## src/rtl/id_ex_stage.sv

```systemverilog
// ID/EX pipeline boundary: registers the decoded control bundle into EX,
// detects load-use hazards against EX, inserts bubbles on stall or branch
// flush, honours the global memory hold and counts inserted hazard bubbles.
module id_ex_stage #(
    parameter int DELAY_SLOT = 1,
    parameter int CNT_W      = 16
) (
    input  logic             clk,
    input  logic             rst_n,
    input  logic [31:0]      id_instr,
    input  logic [31:0]      id_pc,
    input  logic [1:0]       id_srd,
    input  logic [1:0]       id_psw_le_re,
    input  logic             id_b,
    input  logic [2:0]       id_soh_op,
    input  logic [3:0]       id_alu_op,
    input  logic [3:0]       id_ram_ctrl,
    input  logic             id_l,
    input  logic             id_rf_le,
    input  logic [1:0]       id_sr,
    input  logic             id_ub,
    input  logic             ex_branch_taken,
    input  logic             mem_hold,
    input  logic             cnt_clr,
    output logic [1:0]       ex_psw_le_re,
    output logic             ex_b,
    output logic [2:0]       ex_soh_op,
    output logic [3:0]       ex_alu_op,
    output logic [3:0]       ex_ram_ctrl,
    output logic             ex_l,
    output logic             ex_rf_le,
    output logic             ex_ub,
    output logic [31:0]      ex_instr,
    output logic [31:0]      ex_pc,
    output logic [4:0]       ex_rd,
    output logic             ex_valid,
    output logic             stall_out,
    output logic             if_id_flush,
    output logic [1:0]       state,
    output logic [CNT_W-1:0] bubble_cnt
);

    typedef enum logic [1:0] {
        S_RUN    = 2'b00,
        S_BUBBLE = 2'b01,
        S_HOLD   = 2'b10
    } state_t;

    // What the EX register does on the next edge.
    typedef enum logic [1:0] {
        EX_LOAD   = 2'b00,
        EX_BUBBLE = 2'b01,
        EX_KEEP   = 2'b10
    } ex_op_t;

    typedef struct packed {
        logic [1:0] psw_le_re;
        logic       b;
        logic [2:0] soh_op;
        logic [3:0] alu_op;
        logic [3:0] ram_ctrl;
        logic       l;
        logic       rf_le;
        logic       ub;
    } ctrl_t;

    ctrl_t            id_ctrl;
    ctrl_t            ex_ctrl_q;
    logic [31:0]      ex_instr_q;
    logic [31:0]      ex_pc_q;
    logic [4:0]       ex_rd_q;
    logic             ex_valid_q;
    state_t           state_q;
    state_t           state_d;
    ex_op_t           ex_op;
    logic [CNT_W-1:0] cnt_q;
    logic             cnt_inc;
    logic [4:0]       id_rd;
    logic             id_nop;
    logic             lu;
    logic             stall;
    logic             flush;

    assign id_ctrl = '{psw_le_re: id_psw_le_re, b: id_b, soh_op: id_soh_op,
                       alu_op: id_alu_op, ram_ctrl: id_ram_ctrl, l: id_l,
                       rf_le: id_rf_le, ub: id_ub};

    assign id_nop = (id_instr == 32'h0);

    // Destination register select driven by the control unit's SRD field.
    always_comb begin
        id_rd = 5'd0;
        case (id_srd)
            2'b00:   id_rd = id_instr[4:0];
            2'b01:   id_rd = id_instr[25:21];
            2'b10:   id_rd = id_instr[20:16];
            default: id_rd = 5'd0;
        endcase
    end

    // Load-use: a valid load in EX writes a register the ID instruction reads.
    always_comb begin
        lu = ex_valid_q & ex_ctrl_q.l & ex_ctrl_q.rf_le & (ex_rd_q != 5'd0) & ~id_nop &
             ((id_sr[1] & (id_instr[25:21] == ex_rd_q)) |
              (id_sr[0] & (id_instr[20:16] == ex_rd_q)));
    end

    // Next-state and pipeline-control decode; hold beats flush beats load-use.
    // Every state obeys the same priorities, so the decision ignores state_q.
    always_comb begin
        state_d = S_RUN;
        ex_op   = EX_LOAD;
        stall   = 1'b0;
        flush   = 1'b0;
        cnt_inc = 1'b0;
        if (mem_hold) begin
            ex_op   = EX_KEEP;
            stall   = 1'b1;
            state_d = S_HOLD;
        end else if (ex_branch_taken) begin
            flush = 1'b1;
            if (DELAY_SLOT == 0) begin
                ex_op   = EX_BUBBLE;
                cnt_inc = 1'b1;
                state_d = S_BUBBLE;
            end
        end else if (lu) begin
            stall   = 1'b1;
            ex_op   = EX_BUBBLE;
            cnt_inc = 1'b1;
            state_d = S_BUBBLE;
        end
    end

    // State register.
    always_ff @(posedge clk) begin
        if (!rst_n) state_q <= S_RUN;
        else        state_q <= state_d;
    end

    // EX register bank: load ID, insert a bubble, or freeze under hold.
    always_ff @(posedge clk) begin
        if (!rst_n) begin
            ex_ctrl_q  <= '0;
            ex_instr_q <= '0;
            ex_pc_q    <= '0;
            ex_rd_q    <= '0;
            ex_valid_q <= 1'b0;
        end else begin
            case (ex_op)
                EX_BUBBLE: begin
                    ex_ctrl_q  <= '0;
                    ex_instr_q <= '0;
                    ex_pc_q    <= '0;
                    ex_rd_q    <= '0;
                    ex_valid_q <= 1'b0;
                end
                EX_LOAD: begin
                    // A NOP travels with its PC but carries no control or destination.
                    ex_ctrl_q  <= id_nop ? '0 : id_ctrl;
                    ex_instr_q <= id_instr;
                    ex_pc_q    <= id_pc;
                    ex_rd_q    <= id_nop ? 5'd0 : id_rd;
                    ex_valid_q <= ~id_nop;
                end
                default: ;
            endcase
        end
    end

    // Saturating bubble counter; clear wins over an increment.
    always_ff @(posedge clk) begin
        if (!rst_n)                     cnt_q <= '0;
        else if (cnt_clr)               cnt_q <= '0;
        else if (cnt_inc && ~&cnt_q)    cnt_q <= cnt_q + 1'b1;
    end

    assign ex_psw_le_re = ex_ctrl_q.psw_le_re;
    assign ex_b         = ex_ctrl_q.b;
    assign ex_soh_op    = ex_ctrl_q.soh_op;
    assign ex_alu_op    = ex_ctrl_q.alu_op;
    assign ex_ram_ctrl  = ex_ctrl_q.ram_ctrl;
    assign ex_l         = ex_ctrl_q.l;
    assign ex_rf_le     = ex_ctrl_q.rf_le;
    assign ex_ub        = ex_ctrl_q.ub;
    assign ex_instr     = ex_instr_q;
    assign ex_pc        = ex_pc_q;
    assign ex_rd        = ex_rd_q;
    assign ex_valid     = ex_valid_q;
    assign stall_out    = stall;
    assign if_id_flush  = flush;
    assign state        = state_q;
    assign bubble_cnt   = cnt_q;

endmodule

```

## config.mk

```make
export PLATFORM = sky130hd
export DESIGN_NAME = id_ex_stage
export DESIGN_NICKNAME = d
export VERILOG_FILES = /design/src/rtl/id_ex_stage.sv
export SDC_FILE = /design/constraint.sdc
export NUM_CORES = 1
export LEC_CHECK = 0
export CAP_MARGIN = 20
export CORE_ASPECT_RATIO = 1.1
export CORE_UTILIZATION = 40
export DETAILED_ROUTE_END_ITERATION = 8
export GPL_TIMING_DRIVEN = 1
export PLACE_DENSITY_LB_ADDON = 0.1
export SYNTH_ARGS = -nofsm -noshare
export SYNTH_HDL_FRONTEND = slang
export SYNTH_SLANG_ARGS = --single-unit
```

## constraint.sdc

```tcl
create_clock -name clk -period 2.35 [get_ports clk]
set_input_delay 0.47 -clock clk [delete_from_list [all_inputs] [get_ports clk]]
set_output_delay 0.47 -clock clk [all_outputs]
set_load 0.01 [all_outputs]
```

# After elaboration in Yosys (flattened, before gate mapping)
# Cells that the tools add are included.
totals:
  register_bits: 105
  latch_bits: 0
  mem_bits_rw: 0
  rom_bits: 0
  inputBits: 90
  output_inout_bits: 107
  wordCells: 56
  memories: 0
op_classes:
  addsub: 1
  n_mul: 0
  n_div: 0
  magnitude_cmp: 0
  eq_ne: 5
  n_shift: 0
  mux: 17
  n_bitwise: 10
  reduce_logical: 9
ops:
  columns: ["operator", "n"]
  rows:
  - ["one-hot mux 32 bit (2 select lines)", 2]
  - ["one-hot mux 17 bit (2 select lines)", 1]
  - ["logical NOT 32 bit", 1]
  - ["2-to-1 mux 17 bit", 1]
  - ["adder 16 x 1 -> 16 bit, second input constant", 1]
  - ["AND reduction 16 bit", 1]
  - ["one-hot mux 5 bit (3 select lines)", 1]
  - ["equality test 5 bit", 2]
  - ["one-hot mux 5 bit (2 select lines)", 1]
  - ["2-to-1 mux 1 bit", 8]
  - ["AND 1 bit", 7]
  - ["2-to-1 mux 5 bit", 1]
  - ["nonzero test 5 bit", 1]
  - ["equality test 2 x 1 -> 1 bit, second input constant", 2]
  - ["logical NOT 2 bit", 2]
  - ["equality test 2 bit, second input constant", 1]
  - ["2-to-1 mux 2 bit", 1]
  - ["inverter 1 bit", 2]
  - ["one-hot mux 1 bit (2 select lines)", 1]
  - ["nonzero test 2 bit", 1]
  - ["OR reduction 2 bit", 1]
  - ["logical AND 1 bit", 1]
  - ["logical NOT 1 bit", 1]
  - ["OR 1 bit", 1]

# Depth between registers and ports, before layout
depth:
  depth_word: 10
  depth_mapped: 8
  ltp_nobuf: 7

# Worst setup path after synthesis
# OpenSTA, ideal clock, no wires.
synth_path:
  path_type: "input port to flip-flop"
  start: "input port ex_branch_taken"
  end: "register cnt_q[6] (netlist: bubble_cnt[6])"
  arrival_time_ns: 1.797
  required_ns: 2.291
  slack_ns: 0.494
  stages: 7
  n_path_buf: 1
  path_cell_list: "and4b_1 o21a_1 o2111a_1 nand2_2 buf_6 or4_1 nand2_1"
synth_via:
  elab_chain_len: 3
synth_rtl:
  columns: ["element", "line", "source"]
  rows:
  - ["start, declared", "22", "input logic ex_branch_taken,"]
  - ["2-to-1 mux 1 bit", "120", "end else if (ex_branch_taken) begin"]
  - ["2-to-1 mux 1 bit", "116", "if (mem_hold) begin"]
  - ["logical AND 1 bit", "175", "else if (cnt_inc && ~&cnt_q) cnt_q <= cnt_q + 1'b1;"]
  - ["end signal, assigned", "175", null]
  - ["end, declared", "76", "logic [CNT_W-1:0] cnt_q;"]
# Every way passes these cells.
# A chain may end at the register's enable or synchronous reset.

# Final worst setup path
layout_path:
  start: "input port id_instr[18]"
  end: "register cnt_q[14] (netlist: bubble_cnt[14])"
layout_via:
  elab_chain_len: 8
  elab_cells_between_ends: 11
  cone_classes: "eq/ne (1); mux (3); bitwise (5); reduce/logical (2)"
layout_rtl:
  columns: ["element", "line", "source"]
  rows:
  - ["start, declared", "10", "input logic [31:0] id_instr,"]
  - ["logical NOT 32 bit or equality test 5 bit (tied branches)", "88, 105", null]
  - ["inverter 1 bit or AND 1 bit (tied branches)", "103, 105", null]
  - ["AND 1 bit or OR 1 bit (tied branches)", "103, 104", null]
  - ["AND 1 bit (*)", "103", "lu = ex_valid_q & ex_ctrl_q.l & ex_ctrl_q.rf_le & (ex_rd_q != 5'd0) & ~id_nop &"]
  - ["2-to-1 mux 1 bit (*)", "127", "end else if (lu) begin"]
  - ["2-to-1 mux 1 bit (*)", "120", null]
  - ["2-to-1 mux 1 bit (*)", "116", null]
  - ["logical AND 1 bit (*)", "175", null]
# Every way passes the cells marked *; elsewhere a longest branch is shown, timed or not.

==> run metrics <==
Hold Crit Endpoint ex_pc[21]; Synth async-reset ratio 0; maximum clock frequency 435 MHz; std cell rows 37; worst r2r dst ex_alu_op[0]; Final Hold Violating Endpoints 0; commonest cells after routing, fill and taps aside clkdlybuf4s50_1 (194), dfxtp_1 (102), a22o_1 (86), buf_4 (31), nand2_1 (20); GR Overflow Total 0; total number of vias 3765; Internal Dissipation 2.79 mW; CTS tree yes; worst-case register-to-register setup slack 0.11 ns; Die X-Extent 96.4 um; post-synthesis net count 445; number of antenna violations at the first check in global routing 0; Die Area 10200 um^2; number of buffers added to fix hold violations after cts 0; worst min-delay path category register to register; post-DP HPWL 8550 um; maximum fanout count along the critical path 21; master cell of the clock root buffer clkbuf_8; Setup Skew 0.0145 ns; status finished, final reports clean; fraction of layout cells with a size suffix above 1 0.125; Worst Setup Slack post-DPL -0.465 ns; hold path cells 1; fraction of power consumed by sequential logic 0.509; Die Span Y 106 um; P_sw 0.985 mW; startpoint-to-endpoint class of the critical path input port to register; clock buffer count from CTS 9; total of max-cap violations 0; maximum VDD drop 312 uV; cell area after placement 6110 um^2; effective utilization at floorplan 0.415; post-route cell area 6390 um^2; worst slew margin relative to its limit 0.624; Final Worst Setup Slack 0.0526 ns; sinks on the clock net 105; unrepaired setup endpoints after global routing yes; Finish-stage setup viols 0; net total in the final layout 664; library cells used by synthesis 40; RePlAce Congestion 0.914; Post-synth EDFFs 0; switching power share of the total 0.261; number of remaining DRC errors 0; Mapped Cells 354; area grow syn2layout 63.2%; CTS HTree Levels 3; synthesized area per cell 11.1 um^2; residual antenna-violating net count after detailed routing 0; total routed wirelength 12000 um; number of max-slew violations in the final report 0; later-pin clock latency in the skew report 0.38 ns; number of buffers between clock root and the deepest sink 2; fraction of power consumed by the clock network 0.320; Clk pin slew, worst setup/hold paths 0.11 ns; DR WL/cell 17.3 um; critical path data required time 2.66 ns; global routing usage summed across all routing layers 0.230; Antenna Diode Count 0; cell occurring most often along the worst timing path buf_4; critical path startpoint category input port; critical path cell sequence clkdlybuf4s50_1 -> xnor2_1 -> nand4_1 -> buf_4 -> buf_4 -> o22ai_2 -> buf_4 -> nand2_2 -> buf_12 -> or4_4 -> a21oi_2; total standard cell area after synthesis 3920 um^2; startpoint of the tightest hold check path ex_pc[21]; total power divided by cell area 590 nW/um^2; kind of end point of the critical path register; data arrival time of the worst path 2.61 ns; reg-to-reg startpoint ex_rd[3]; I/O pin count 197; placeable core region 9440 um^2; Synthesis Warnings 0; maximum number of pins on one net before global-route repair 65; Static Leakage 2.47 nW; part of the power in combinational logic 0.171; number of synthesized register bits 105; most common library cell in the layout ignoring fill and taps clkdlybuf4s50_1; path depth of the worst reg2reg path 8; vias per cell 5.42; slew at the pin with the worst max-slew slack 0.562 ns; drt pass-1 iters 5; share of the cycle needed by the critical path after routing 0.978; most used flip-flop cell after synthesis dfxtp_1; global-route wire length before repair 18000 um; quantity of I/O buffers inserted on ports 196; initial detailed-routing violation count 158; overall power consumption 3.77 mW; register area share after synthesis 0.537; via count of the first global-routing pass 3660; cell at the slowest stage of the critical path clkdlybuf4s50_1; minimum clock period after layout 2.30 ns; CP peak stage delay 0.50 ns
[sequential cells by signal, indices dropped and copies added (netlist names)]
name	count
ex_instr	32
ex_pc	32
bubble_cnt	16
ex_rd	5
ex_alu_op	4
ex_ram_ctrl	4
ex_soh_op	3
ex_psw_le_re	2
state	2
ex_b	1
ex_l	1
ex_rf_le	1
ex_ub	1
ex_valid	1
[worst max path at each step]
stage	startpoint	to	slack, ns	cells past startpoint
6_report	id_instr[18]	bubble_cnt[14]	0.05	11
3_5_place_dp	id_instr[16]	stall_out	-0.47	6
3_3_place_gp	id_instr[16]	stall_out	-0.49	6
4_1_cts	ex_rd[3]	ex_instr[29]	0.02	7
2_1_floorplan	ex_branch_taken	bubble_cnt[6]	0.49	7
5_1_grt	id_instr[20]	bubble_cnt[14]	-0.03	11
[power by group through the flow]
stage               clock network (mW)  registers, mW  logic (mW)
floorplan                            0           2.00       0.179
global placement                     0           1.96       0.626
detailed placement                   0           1.96       0.634
CTS                               1.24           1.92       0.638
global route                      1.31           1.93       0.686
finish                            1.21           1.92       0.645
[final cells by class]
| class | instances | area [um^2] |
|---|---|---|
| Clock buffer | 9 | 124 |
| Clock inverter | 7 | 92.6 |
| Fill cell | 771 | 3050 |
| Inverter | 3 | 11.3 |
| Multi-Input combinational cell | 225 | 1690 |
| Sequential cell | 105 | 2110 |
| Tap cell | 117 | 146 |
| Timing Repair Buffer | 229 | 2220 |
[logic make-up (layout without fill, tap and decap cells)]
kind of cell / after synthesis / after routing / share of synthesized area
buffers and inverters: 26 / 248 / 0.0434
and+or+nand+nor: 78 / 80 / 0.118
DFF: 105 / 105 / 0.537
xor gates and xnor gates: 11 / 11 / 0.0246
AOI/OAI and AO/OA: 128 / 128 / 0.261
adders and majority gates: 1 / 1 / 0.00319
muxes: 5 / 5 / 0.0128
[worst max-delay path, delay by kind of cell]
family                    cells  cell delay, ns
buffers and inverters         5            1.08
and+or+nand+nor               3            0.60
AOI/OAI and AO/OA             2            0.32
xor gates and xnor gates      1            0.12
[per-layer routing]
layer  wire (um)  global-route usage  vias to the layer above
met5           0                   0                        -
met1        4980               0.280                     1802
met2        5800               0.371                      149
li1            -                   -                     1797
met3        1040              0.0808                       17
met4         217              0.0809                        0
[synthesized netlist by cell type (2+ instances only)]
| master | instances | area share |
|---|---|---|
| a21oi_1 | 14 | 0.018 |
| a22o_1 | 86 | 0.19 |
| nor2b_1 | 3 | 0.0048 |
| nand3_1 | 5 | 0.0064 |
| buf_6 | 9 | 0.026 |
| o21ai_1 | 5 | 0.0064 |
| o21ai_4 | 2 | 0.0083 |
| dfxtp_1 | 105 | 0.54 |
| or3_1 | 8 | 0.013 |
| xnor2_1 | 11 | 0.025 |
| nor2_1 | 7 | 0.0067 |
| a31o_2 | 4 | 0.0089 |
| and4_1 | 4 | 0.0089 |
| o21ai_0 | 10 | 0.013 |
| inv_1 | 3 | 0.0029 |
| clkbuf_1 | 12 | 0.011 |
| nor4_1 | 9 | 0.014 |
| nand4_1 | 8 | 0.013 |
| and2_1 | 4 | 0.0064 |
| or4_1 | 2 | 0.0038 |
| nand2_1 | 20 | 0.019 |
| mux2i_1 | 5 | 0.013 |
[through the flow]
stage	hold slack, ns	setup TNS, ns	std cells	utilization
after global routing	0.509	-0.0376	695	0.677
final	0.486	0	695	0.677
after floorplan	0.510	0	354	-
after CTS	0.490	0	693	0.672
after detailed placement	0.463	-25.26	675	0.647
after global placement	0.460	-23.39	675	0.647
[timing repair]
item / in CTS / in global routing
buffers inserted: 2 / 0
pin swaps: 3 / 6
resized for setup: 9 / 7
setup endpoints to repair: 1 / 71
cloned: 0 / 2
No activity file was read; power rests on OpenSTA's default activity.
